<file path="src/rtl/cl_ddb_pkg.sv">
// Shared definitions for the DDB cfg_bus slave: register map, field positions and generator constants.
package cl_ddb_pkg;

  localparam logic [7:0] DDB_OFS_CTRL    = 8'h00;
  localparam logic [7:0] DDB_OFS_STATUS  = 8'h04;
  localparam logic [7:0] DDB_OFS_DATA    = 8'h08;
  localparam logic [7:0] DDB_OFS_SEED    = 8'h0C;
  localparam logic [7:0] DDB_OFS_GEN_CNT = 8'h10;

  localparam int CTRL_EN_BIT      = 0;
  localparam int CTRL_CLR_BIT     = 1;
  localparam int CTRL_UNF_CLR_BIT = 2;
  localparam int CTRL_THR_LSB     = 8;
  localparam int CTRL_THR_MSB     = 15;

  localparam int STAT_EMPTY_BIT = 16;
  localparam int STAT_FULL_BIT  = 17;
  localparam int STAT_UNF_BIT   = 31;

  localparam logic [31:0] DDB_DEADBEEF   = 32'hdead_beef;
  // Galois form of x^32+x^22+x^2+x+1, right-shifting.
  localparam logic [31:0] DDB_LFSR_TAPS  = 32'h8020_0003;

  function automatic logic [31:0] ddb_lfsr_step(input logic [31:0] s);
    return (s >> 1) ^ (s[0] ? DDB_LFSR_TAPS : 32'h0);
  endfunction

endpackage

</file>
<file path="src/rtl/ddb_sync_fifo.sv">
// Single-clock FIFO with flush; head word is read straight from the registered storage.
module ddb_sync_fifo #(
  parameter int DEPTH = 16,
  parameter int WIDTH = 32,
  localparam int AW = $clog2(DEPTH),
  localparam int CW = AW + 1
) (
  input  logic             clk,
  input  logic             rst_n,
  input  logic             push,
  input  logic             pop,
  input  logic             flush,
  input  logic [WIDTH-1:0] din,
  output logic [WIDTH-1:0] head,
  output logic             full,
  output logic             empty,
  output logic [CW-1:0]    count
);

  logic [WIDTH-1:0] mem_q [DEPTH];
  logic [WIDTH-1:0] mem_d [DEPTH];
  logic [CW-1:0]    wr_ptr_q, wr_ptr_d;
  logic [CW-1:0]    rd_ptr_q, rd_ptr_d;

  // Pointers carry one extra wrap bit so full and empty are distinguishable.
  assign count = wr_ptr_q - rd_ptr_q;
  assign full  = (count == CW'(DEPTH));
  assign empty = (count == '0);
  assign head  = mem_q[rd_ptr_q[AW-1:0]];

  always_comb begin
    mem_d    = mem_q;
    wr_ptr_d = wr_ptr_q;
    rd_ptr_d = rd_ptr_q;
    if (flush) begin
      wr_ptr_d = '0;
      rd_ptr_d = '0;
    end else begin
      if (push && !full) begin
        mem_d[wr_ptr_q[AW-1:0]] = din;
        wr_ptr_d = wr_ptr_q + CW'(1);
      end
      if (pop && !empty) begin
        rd_ptr_d = rd_ptr_q + CW'(1);
      end
    end
  end

  always_ff @(posedge clk or negedge rst_n) begin
    if (!rst_n) begin
      wr_ptr_q <= '0;
      rd_ptr_q <= '0;
    end else begin
      wr_ptr_q <= wr_ptr_d;
      rd_ptr_q <= rd_ptr_d;
    end
  end

  always_ff @(posedge clk) begin
    mem_q <= mem_d;
  end

endmodule

</file>
<file path="src/rtl/cl_ddb_cfg_slv.sv">
// cfg_bus slave for the DDB data generator: register decode, 1-clk ack, generator feeding a FIFO.
// Build option DDB_LFSR_EN selects a 32-bit Galois LFSR generator instead of the +1 counter.
module cl_ddb_cfg_slv
  import cl_ddb_pkg::*;
#(
  parameter int          FIFO_DEPTH = 16,
  parameter logic [31:0] GEN_INIT   = 32'h0000_0001
) (
  input  logic        clk,
  input  logic        sync_rst_n,
  input  logic        flr_assert_q,
  input  logic [31:0] cfg_addr,
  input  logic [31:0] cfg_wdata,
  input  logic        cfg_wr,
  input  logic        cfg_rd,
  output logic        cfg_ack,
  output logic [31:0] cfg_rdata,
  output logic        ddb_irq_lvl
);

  localparam int CW = $clog2(FIFO_DEPTH) + 1;

`ifdef DDB_LFSR_EN
  function automatic logic [31:0] gen_step(input logic [31:0] g);
    return ddb_lfsr_step(g);
  endfunction
  // An all-zero LFSR state would lock up.
  function automatic logic [31:0] gen_load(input logic [31:0] s);
    return (s == 32'h0) ? 32'h1 : s;
  endfunction
`else
  function automatic logic [31:0] gen_step(input logic [31:0] g);
    return g + 32'd1;
  endfunction
  function automatic logic [31:0] gen_load(input logic [31:0] s);
    return s;
  endfunction
`endif

  logic        ack_q, ack_d;
  logic [31:0] rdata_q, rdata_d;
  logic        en_q, en_d;
  logic [7:0]  thresh_q, thresh_d;
  logic [31:0] seed_q, seed_d;
  logic        unf_q, unf_d;
  logic [31:0] gen_q, gen_d;
  logic [31:0] gen_cnt_q, gen_cnt_d;

  logic [7:0]    ofs;
  logic          wr_acc, rd_acc, ctrl_wr, seed_wr, data_rd;
  logic          push, pop, flush;
  logic [31:0]   fifo_head;
  logic          fifo_full, fifo_empty;
  logic [CW-1:0] fifo_count;
  logic [15:0]   count16;
  logic [31:0]   status;
  logic          unused_addr;

  assign ofs         = cfg_addr[7:0];
  assign unused_addr = ^cfg_addr[31:8];

  // FLR idles the upstream state machine, so pulses seen during it are dropped.
  assign wr_acc  = cfg_wr & ~flr_assert_q;
  assign rd_acc  = cfg_rd & ~cfg_wr & ~flr_assert_q;
  assign ctrl_wr = wr_acc && (ofs == DDB_OFS_CTRL);
  assign seed_wr = wr_acc && (ofs == DDB_OFS_SEED);
  assign data_rd = rd_acc && (ofs == DDB_OFS_DATA);

  assign flush = flr_assert_q | (ctrl_wr & cfg_wdata[CTRL_CLR_BIT]);
  assign push  = en_q & ~fifo_full & ~flush;
  assign pop   = data_rd & ~fifo_empty & ~flush;

  assign count16 = {{(16-CW){1'b0}}, fifo_count};

  always_comb begin
    status                 = '0;
    status[15:0]           = count16;
    status[STAT_EMPTY_BIT] = fifo_empty;
    status[STAT_FULL_BIT]  = fifo_full;
    status[STAT_UNF_BIT]   = unf_q;
  end

  always_comb begin
    ack_d     = wr_acc | rd_acc;
    rdata_d   = rdata_q;
    en_d      = en_q;
    thresh_d  = thresh_q;
    seed_d    = seed_q;
    unf_d     = unf_q;
    gen_d     = gen_q;
    gen_cnt_d = gen_cnt_q;

    if (rd_acc) begin
      case (ofs)
        DDB_OFS_CTRL:    rdata_d = {16'h0, thresh_q, 7'h0, en_q};
        DDB_OFS_STATUS:  rdata_d = status;
        DDB_OFS_DATA:    rdata_d = fifo_empty ? DDB_DEADBEEF : fifo_head;
        DDB_OFS_SEED:    rdata_d = seed_q;
        DDB_OFS_GEN_CNT: rdata_d = gen_cnt_q;
        default:         rdata_d = DDB_DEADBEEF;
      endcase
    end

    if (ctrl_wr) begin
      en_d     = cfg_wdata[CTRL_EN_BIT];
      thresh_d = cfg_wdata[CTRL_THR_MSB:CTRL_THR_LSB];
      if (cfg_wdata[CTRL_UNF_CLR_BIT]) unf_d = 1'b0;
    end
    if (seed_wr) seed_d = cfg_wdata;
    // Underflow is applied after the clear so a coincident set wins.
    if (data_rd && fifo_empty) unf_d = 1'b1;

    if (push) begin
      gen_d     = gen_step(gen_q);
      gen_cnt_d = gen_cnt_q + 32'd1;
    end
    if (flush) begin
      gen_d     = gen_load(seed_q);
      gen_cnt_d = '0;
    end
    if (flr_assert_q) begin
      en_d     = 1'b0;
      thresh_d = '0;
      unf_d    = 1'b0;
    end
  end

  always_ff @(posedge clk or negedge sync_rst_n) begin
    if (!sync_rst_n) begin
      ack_q     <= 1'b0;
      rdata_q   <= '0;
      en_q      <= 1'b0;
      thresh_q  <= '0;
      seed_q    <= GEN_INIT;
      unf_q     <= 1'b0;
      gen_q     <= GEN_INIT;
      gen_cnt_q <= '0;
    end else begin
      ack_q     <= ack_d;
      rdata_q   <= rdata_d;
      en_q      <= en_d;
      thresh_q  <= thresh_d;
      seed_q    <= seed_d;
      unf_q     <= unf_d;
      gen_q     <= gen_d;
      gen_cnt_q <= gen_cnt_d;
    end
  end

  ddb_sync_fifo #(
    .DEPTH (FIFO_DEPTH),
    .WIDTH (32)
  ) u_fifo (
    .clk   (clk),
    .rst_n (sync_rst_n),
    .push  (push),
    .pop   (pop),
    .flush (flush),
    .din   (gen_q),
    .head  (fifo_head),
    .full  (fifo_full),
    .empty (fifo_empty),
    .count (fifo_count)
  );

  assign cfg_ack     = ack_q;
  assign cfg_rdata   = rdata_q;
  assign ddb_irq_lvl = en_q && (count16 >= {8'h0, thresh_q});

endmodule

</file>
<file path="config.mk">
export PLATFORM = sky130hd
export DESIGN_NAME = cl_ddb_cfg_slv
export DESIGN_NICKNAME = d
export VERILOG_FILES = /design/src/rtl/cl_ddb_pkg.sv /design/src/rtl/ddb_sync_fifo.sv /design/src/rtl/cl_ddb_cfg_slv.sv
export SDC_FILE = /design/constraint.sdc
export NUM_CORES = 1
export LEC_CHECK = 0
export ABC_AREA = 1
export ABC_CLOCK_PERIOD_IN_PS = 14900
export CAP_MARGIN = 40
export CORE_MARGIN = 8
export CORE_UTILIZATION = 45
export CTS_CLUSTER_DIAMETER = 50
export DETAILED_ROUTE_END_ITERATION = 6
export HOLD_SLACK_MARGIN = 0.03
export PLACE_DENSITY = 0.62
export SLEW_MARGIN = 10
export SYNTH_ARGS = -nofsm -noshare
export SYNTH_HDL_FRONTEND = slang
export SYNTH_SLANG_ARGS = --single-unit
</file>
<file path="constraint.sdc">
create_clock -name clk -period 14.9 [get_ports clk]
set_clock_uncertainty 0.2 [all_clocks]
set_input_delay 2.98 -clock clk [delete_from_list [all_inputs] [get_ports clk]]
set_output_delay 2.98 -clock clk [all_outputs]
set_load 0.005 [all_outputs]
</file>
### Word level (Yosys, flattened, before mapping)

Cells that the tools add are included.

| storage, ports and cells | value |
|---|---|
| register bits | 661 |
| latch bits | 0 |
| RAM bits | 0 |
| bits in read-only memories | 0 |
| input port bits | 69 |
| logic and storage cells | 101 |
| memories | 0 |

| cells by class | value |
|---|---|
| $add $sub $neg | 5 |
| multiply operators | 0 |
| div/mod/pow operators | 0 |
| magnitude comparators | 4 |
| eq/ne operators | 5 |
| shifts and indexed selects | 0 |
| mux-type cells | 24 |
| bitwise gates (word level) | 17 |
| reductions and logical operators | 20 |

Operator list:

| operator | count |
|---|---|
| $bwmux 512 | 1 |
| $mux 32 | 8 |
| $pmux 32 s5 | 1 |
| $bmux 32 s4 | 1 |
| $demux 32 s4 | 1 |
| $add 32x1->32 const B | 2 |
| $mux 5 | 4 |
| $eq 8x4->1 const B | 2 |
| $mux 8 | 2 |
| $add 5x1->5 const B | 2 |
| $ge 5x5->1 const B | 2 |
| $not 4->5 | 2 |
| $and 1x1->1 | 8 |
| $eq 8x3->1 const B | 1 |
| $eq 8x5->1 const B | 1 |
| $ge 5x8->1 | 1 |
| $logic_and 1x1->1 | 8 |
| $logic_not 8->1 | 1 |
| $reduce_bool 2->1 | 4 |
| $mux 1 | 6 |
| $reduce_bool 3->1 | 2 |
| $eq 5x5->1 const B | 1 |
| $logic_not 5->1 | 1 |
| $lt 5x1->1 const B | 1 |
| other kinds (5) | 12 |

### Logic depth before layout (Yosys ltp)

| depth | value |
|---|---|
| word-level depth | 10 |
| depth in mapped cells | 15 |
| gate-level depth less buffers | 15 |

### Cells and area by module

A second synthesis with hierarchy kept.

| unflattened totals | value |
|---|---|
| cell total of the unflattened synthesis | 2794 |
| area, all modules | 29449.5 um^2 |

By module, submodules not included:

| module | times used | cells each | area each (um^2) | seq. area each (um^2) |
|---|---|---|---|---|
| ddb_sync_fifo | 1 | 1544 | 20898.8 | 15625.0 |
| cl_ddb_cfg_slv | 1 | 1250 | 8550.7 | 3480.8 |

### Least setup slack after synthesis

No wires, ideal clock.

| timing path | value |
|---|---|
| path type | input to register |
| start | input cfg_addr[5] |
| end | register u_fifo.mem_q[288] (netlist name), enable pin |
| setup time | 461 ps |
| arrival | 6009 ps |
| required time | 14239 ps |
| slack | 8230 ps |
| stages | 11 |
| buffers on the path | 1 |
| cell sequence | inv_1 nand3_1 inv_2 nand2_4 inv_4 nand2_2 nand2_4 nand2_4 buf_6 nand3_1 nor3_1 |

| between the ends | value |
|---|---|
| cells in the longest elaborated chain, start to end | 8 |

RTL lines:

| what | RTL line | RTL |
|---|---|---|
| start, declared | cl_ddb_cfg_slv.sv:12 | `input logic [31:0] cfg_addr,` |
| $logic_not 8->1 * | cl_ddb_cfg_slv.sv:65 | `assign ctrl_wr = wr_acc && (ofs == DDB_OFS_CTRL);` |
| $logic_and 1x1->1 * | cl_ddb_cfg_slv.sv:65 |  |
| $and 1x1->1 * | cl_ddb_cfg_slv.sv:69 | `assign flush = flr_assert_q \| (ctrl_wr & cfg_wdata[CTRL_CLR_BIT]);` |
| $or 1x1->1 * | cl_ddb_cfg_slv.sv:69 |  |
| $not 1->1 (no source line) * | - |  |
| $and 1x1->1 | cl_ddb_cfg_slv.sv:70 | `assign push = en_q & ~fifo_full & ~flush;` |
| $logic_and 1x1->1 | ddb_sync_fifo.sv:39 | `if (push && !full) begin` |
| $reduce_and 2->1 (no source line) * | - |  |
| end signal, assigned | ddb_sync_fifo.sv:60 | `mem_q <= mem_d;` |
| end, declared | ddb_sync_fifo.sv:20 | `logic [WIDTH-1:0] mem_q [DEPTH];` |

Mark *: on every way between the ends. The rest lies on a longest branch, timed or not.
A chain may end at the register's enable or synchronous reset.

### Worst setup path after layout

| timing path | value |
|---|---|
| start | register u_fifo.rd_ptr_q[1] |
| end | output ddb_irq_lvl |

| between the ends | value |
|---|---|
| cells in the longest elaborated chain, start to end | 3 |

RTL lines:

| what | RTL line | RTL |
|---|---|---|
| start, declared | ddb_sync_fifo.sv:23 | `logic [CW-1:0] rd_ptr_q, rd_ptr_d;` |
| start signal, assigned | ddb_sync_fifo.sv:55 | `rd_ptr_q <= rd_ptr_d;` |
| $sub 5x5->5 | ddb_sync_fifo.sv:26 | `assign count = wr_ptr_q - rd_ptr_q;` |
| $ge 5x8->1 | cl_ddb_cfg_slv.sv:168 | `assign ddb_irq_lvl = en_q && (count16 >= {8'h0, thresh_q});` |
| $logic_and 1x1->1 | cl_ddb_cfg_slv.sv:168 |  |
| end, declared | cl_ddb_cfg_slv.sv:18 | `output logic ddb_irq_lvl` |

No other way between the ends.

==> summary.md <==
| Metric | Value |
|---|---|
| Multiplexer area fraction after synthesis | `0.6887%` |
| Top-area cell type share of the netlist area | `52.24%` |
| H-tree depth | `3` |
| R2R depth | `13` |
| Synthesized area per cell | `10.14 sq um` |
| Die Y | `271.8 um` |
| Root buffer cell | `clkbuf_16` |
| Setup TNS | `0 ns` |
| Antenna viol nets, final | `0` |
| Synth Area in Compound Gates | `7.469%` |
| Most frequent cells in the layout | `nand2_1, edfxtp_1, nor2_1` |
| CTS max path bufs | `3` |
| Area of the die | `73850 sq um` |
| Post-Layout Cell Count | `3872` |
| First-pass GRT wire length | `127.2 mm` |
| Number of synthesized flops with an enable pin | `512` |
| RSZ-0062 raised after global routing | `no` |
| CTS tree | `done` |
| GRT Total Usage | `22.25%` |
| Data required, critical path | `11.72 ns` |
| Largest net degree at the start of global routing | `102` |
| Die W | `271.8 um` |
| Synth top area cells | `edfxtp_1, dfrtp_1, nand2_1` |
| Buffers on Ports | `78` |
| Placed cells | `3737` |
| Fin crit share | `51.12%` |
| Worst skew pair latency | `0.62 ns` |
| Peak supply drop | `81.74 uV` |
| Average wire per standard cell | `21.64 um` |
| Most common cell after layout, fill and taps aside | `nand2_1` |
| Crit Path Class | `flip-flop to output port` |
| Initial antenna violation count | `0` |
| Initial Utilization | `45.58%` |
| Clock buffer count from CTS | `75` |
| Syn. warnings | `0` |
| Largest family of logic cells by synthesized area | `simple AND/OR/NAND/NOR gates` |
| Synth Area in Adders | `0.7482%` |
| Area delta synth->final | `14.56%` |
| Async set-reset flop share out of synthesis | `22.54%` |
| Worst-margin pin slew | `0.8830 ns` |
| Slew HR | `41.13%` |
| Type of origin of the critical path | `flip-flop` |
| Fmax | `0.1313 GHz` |
| Run status | `complete, no violations` |
| Share of cells above drive strength 1 | `8.021%` |
| GP Congestion | `0.8923` |
| Vias in the first global route | `21090` |
| Cell area after synthesis | `29430 sq um` |
| Syn nets | `2989` |
| DRC Markers | `0` |
| Remaining Overflow, GRT | `0` |
| Crit path DAT | `4.44 ns` |
| Syn Inst Count | `2903` |
| Initial drt markers | `2120` |
| Flops & latches, synth | `661` |
| Via-per-instance ratio | `5.576` |
| Post-synthesis simple-gate area fraction | `20.89%` |
| Max cap viols | `0` |
| Leading area contributor after synthesis | `edfxtp_1` |
| # fillers | `5641` |
| Core Box Area | `64580 sq um` |
| Final Hold Viols | `0` |
| # nets final | `3045` |
| Pins Over Slew Limit | `0` |
| Worst Hold Class | `flip-flop to flip-flop` |
| Post-synth top flop | `edfxtp_1` |
| Part of the Yosys area used for sequential elements | `64.91%` |
| Worst Path Max Fanout | `40` |
| Clock sinks | `661` |
| Post-synthesis xor/xnor area fraction | `1.101%` |
| Cell variety after synth | `41` |
| Leakage | `12.84 nW` |
| Post-DP Area | `31130 sq um` |
| Via count | `21590` |
| DP HPWL | `50.30 mm` |
| Final WL | `83.80 mm` |
| I/O Pins | `103` |
| Setup crit end kind | `output port` |
| Clk pin slew, worst setup/hold paths | `0.05 ns` |
| Hold_buf cts | `0` |
| Row Count | `93` |
| Pwr dens | `118.8 nW/um^2` |
| Pre-antenna DRT Iters | `5` |
| Post-route cell area | `33720 sq um` |
| Post-CTS Resized | `0` |
| Final Critical Period | `7.616 ns` |
| Post-CTS Setup Bufs | `0` |
| Ant diodes | `0` |
| Setup violators final | `0` |
| Hold path depth | `2` |
[per-layer routing]
layer / up-vias / track usage (%) / share of wire [%]
met5: - / 0 / 0
met4: 0 / 7.231 / 2.9
met3: 145 / 3.877 / 7.4
met2: 811 / 36.67 / 48
met1: 10620 / 29.80 / 42
li1: 10010 / - / -
[through the flow]
stage          worst slack (ns)  hold slack, ns  utilization [%]  total power, mW
6_report                  7.284          0.2791            52.21            4.004
5_1_grt                   7.048          0.3090            52.21            4.117
4_1_cts                   7.235          0.2838            52.21            4.031
3_5_place_dp              7.919          0.2684            48.21            2.122
3_3_place_gp              7.342          0.2684            47.82            2.117
2_1_floorplan             8.230          0.2638                -            2.074
[Yosys cell counts, types with 13 or more instances]
library cell,count
buf_2,59
buf_6,15
clkbuf_1,49
inv_1,111
o211ai_1,42
xor2_1,27
ha_1,16
nor2_1,456
edfxtp_1,512
nor3_1,23
o21ai_0,261
o22ai_1,40
nand3b_1,14
nand2_1,746
dfrtp_1,147
nand3_1,230
a21oi_1,13
mux2_2,18
o21ai_1,35
[sequential cells by signal, summed over array words and instances (netlist names)]
name / flops
unf_q: 1
thresh_q: 8
u_fifo.rd_ptr_q: 5
cfg_ack: 1
u_fifo.mem_q: 512
seed_q: 32
gen_cnt_q: 32
gen_q: 32
en_q: 1
u_fifo.wr_ptr_q: 5
cfg_rdata: 32
[cell type report]
cell class | count | area [sq um] | area share (%)
clock buffers | 87 | 2026 | 6.008
clock inverters | 48 | 559.3 | 1.659
inverters | 120 | 460.4 | 1.366
multi-input cells | 1976 | 9200 | 27.28
flip-flops and latches | 661 | 19110 | 56.69
well taps | 855 | 1070 | 3.173
repair buffers | 125 | 1289 | 3.822
[path summary, 6_finish.rpt]
check,startpoint,end,slack (ns)
worst max-delay path,u_fifo.rd_ptr_q[1],ddb_irq_lvl,7.28
worst min-delay path,cfg_rdata[4],cfg_rdata[4],0.28
worst max register to register,u_fifo.rd_ptr_q[1],u_fifo.mem_q[111],9.61
worst min register to register,cfg_rdata[4],cfg_rdata[4],0.28
max in group asynchronous,sync_rst_n,gen_q[14],11.07
min in group asynchronous,sync_rst_n,gen_cnt_q[24],2.20
[cells by family after synthesis]
kind of cell             count (synthesis)
AO/OA/AOI/OAI                          401
adder cells (fa/ha/maj)                 17
XOR/XNOR                                37
AND/OR/NAND/NOR                       1503
buffers and inverters                  266
flip-flops                             661
multiplexers                            18
[worst max-delay path, cell delays in order (launching register included)]
cell	delay, ns
dfrtp_4	0.45
clkinv_2	0.47
buf_4	0.53
fa_1	0.52
nand3_1	0.13
nand2_1	0.08
nand2_1	0.07
nand2_1	0.13
ha_1	0.31
nand2_1	0.05
nor3_1	0.21
nand4_1	0.12
nand3_1	0.09
nand2_1	0.07
inv_1	0.06
clkdlybuf4s50_1	0.52
[where the power goes]
part	total (mW)	switching, mW	internal (mW)
combinational	0.0626	0.0367	0.0259
sequential	2.02	0.0284	1.99
clock	1.92	0.751	1.17
total	4.00	0.816	3.19
Power figures use the tool's default switching activity.
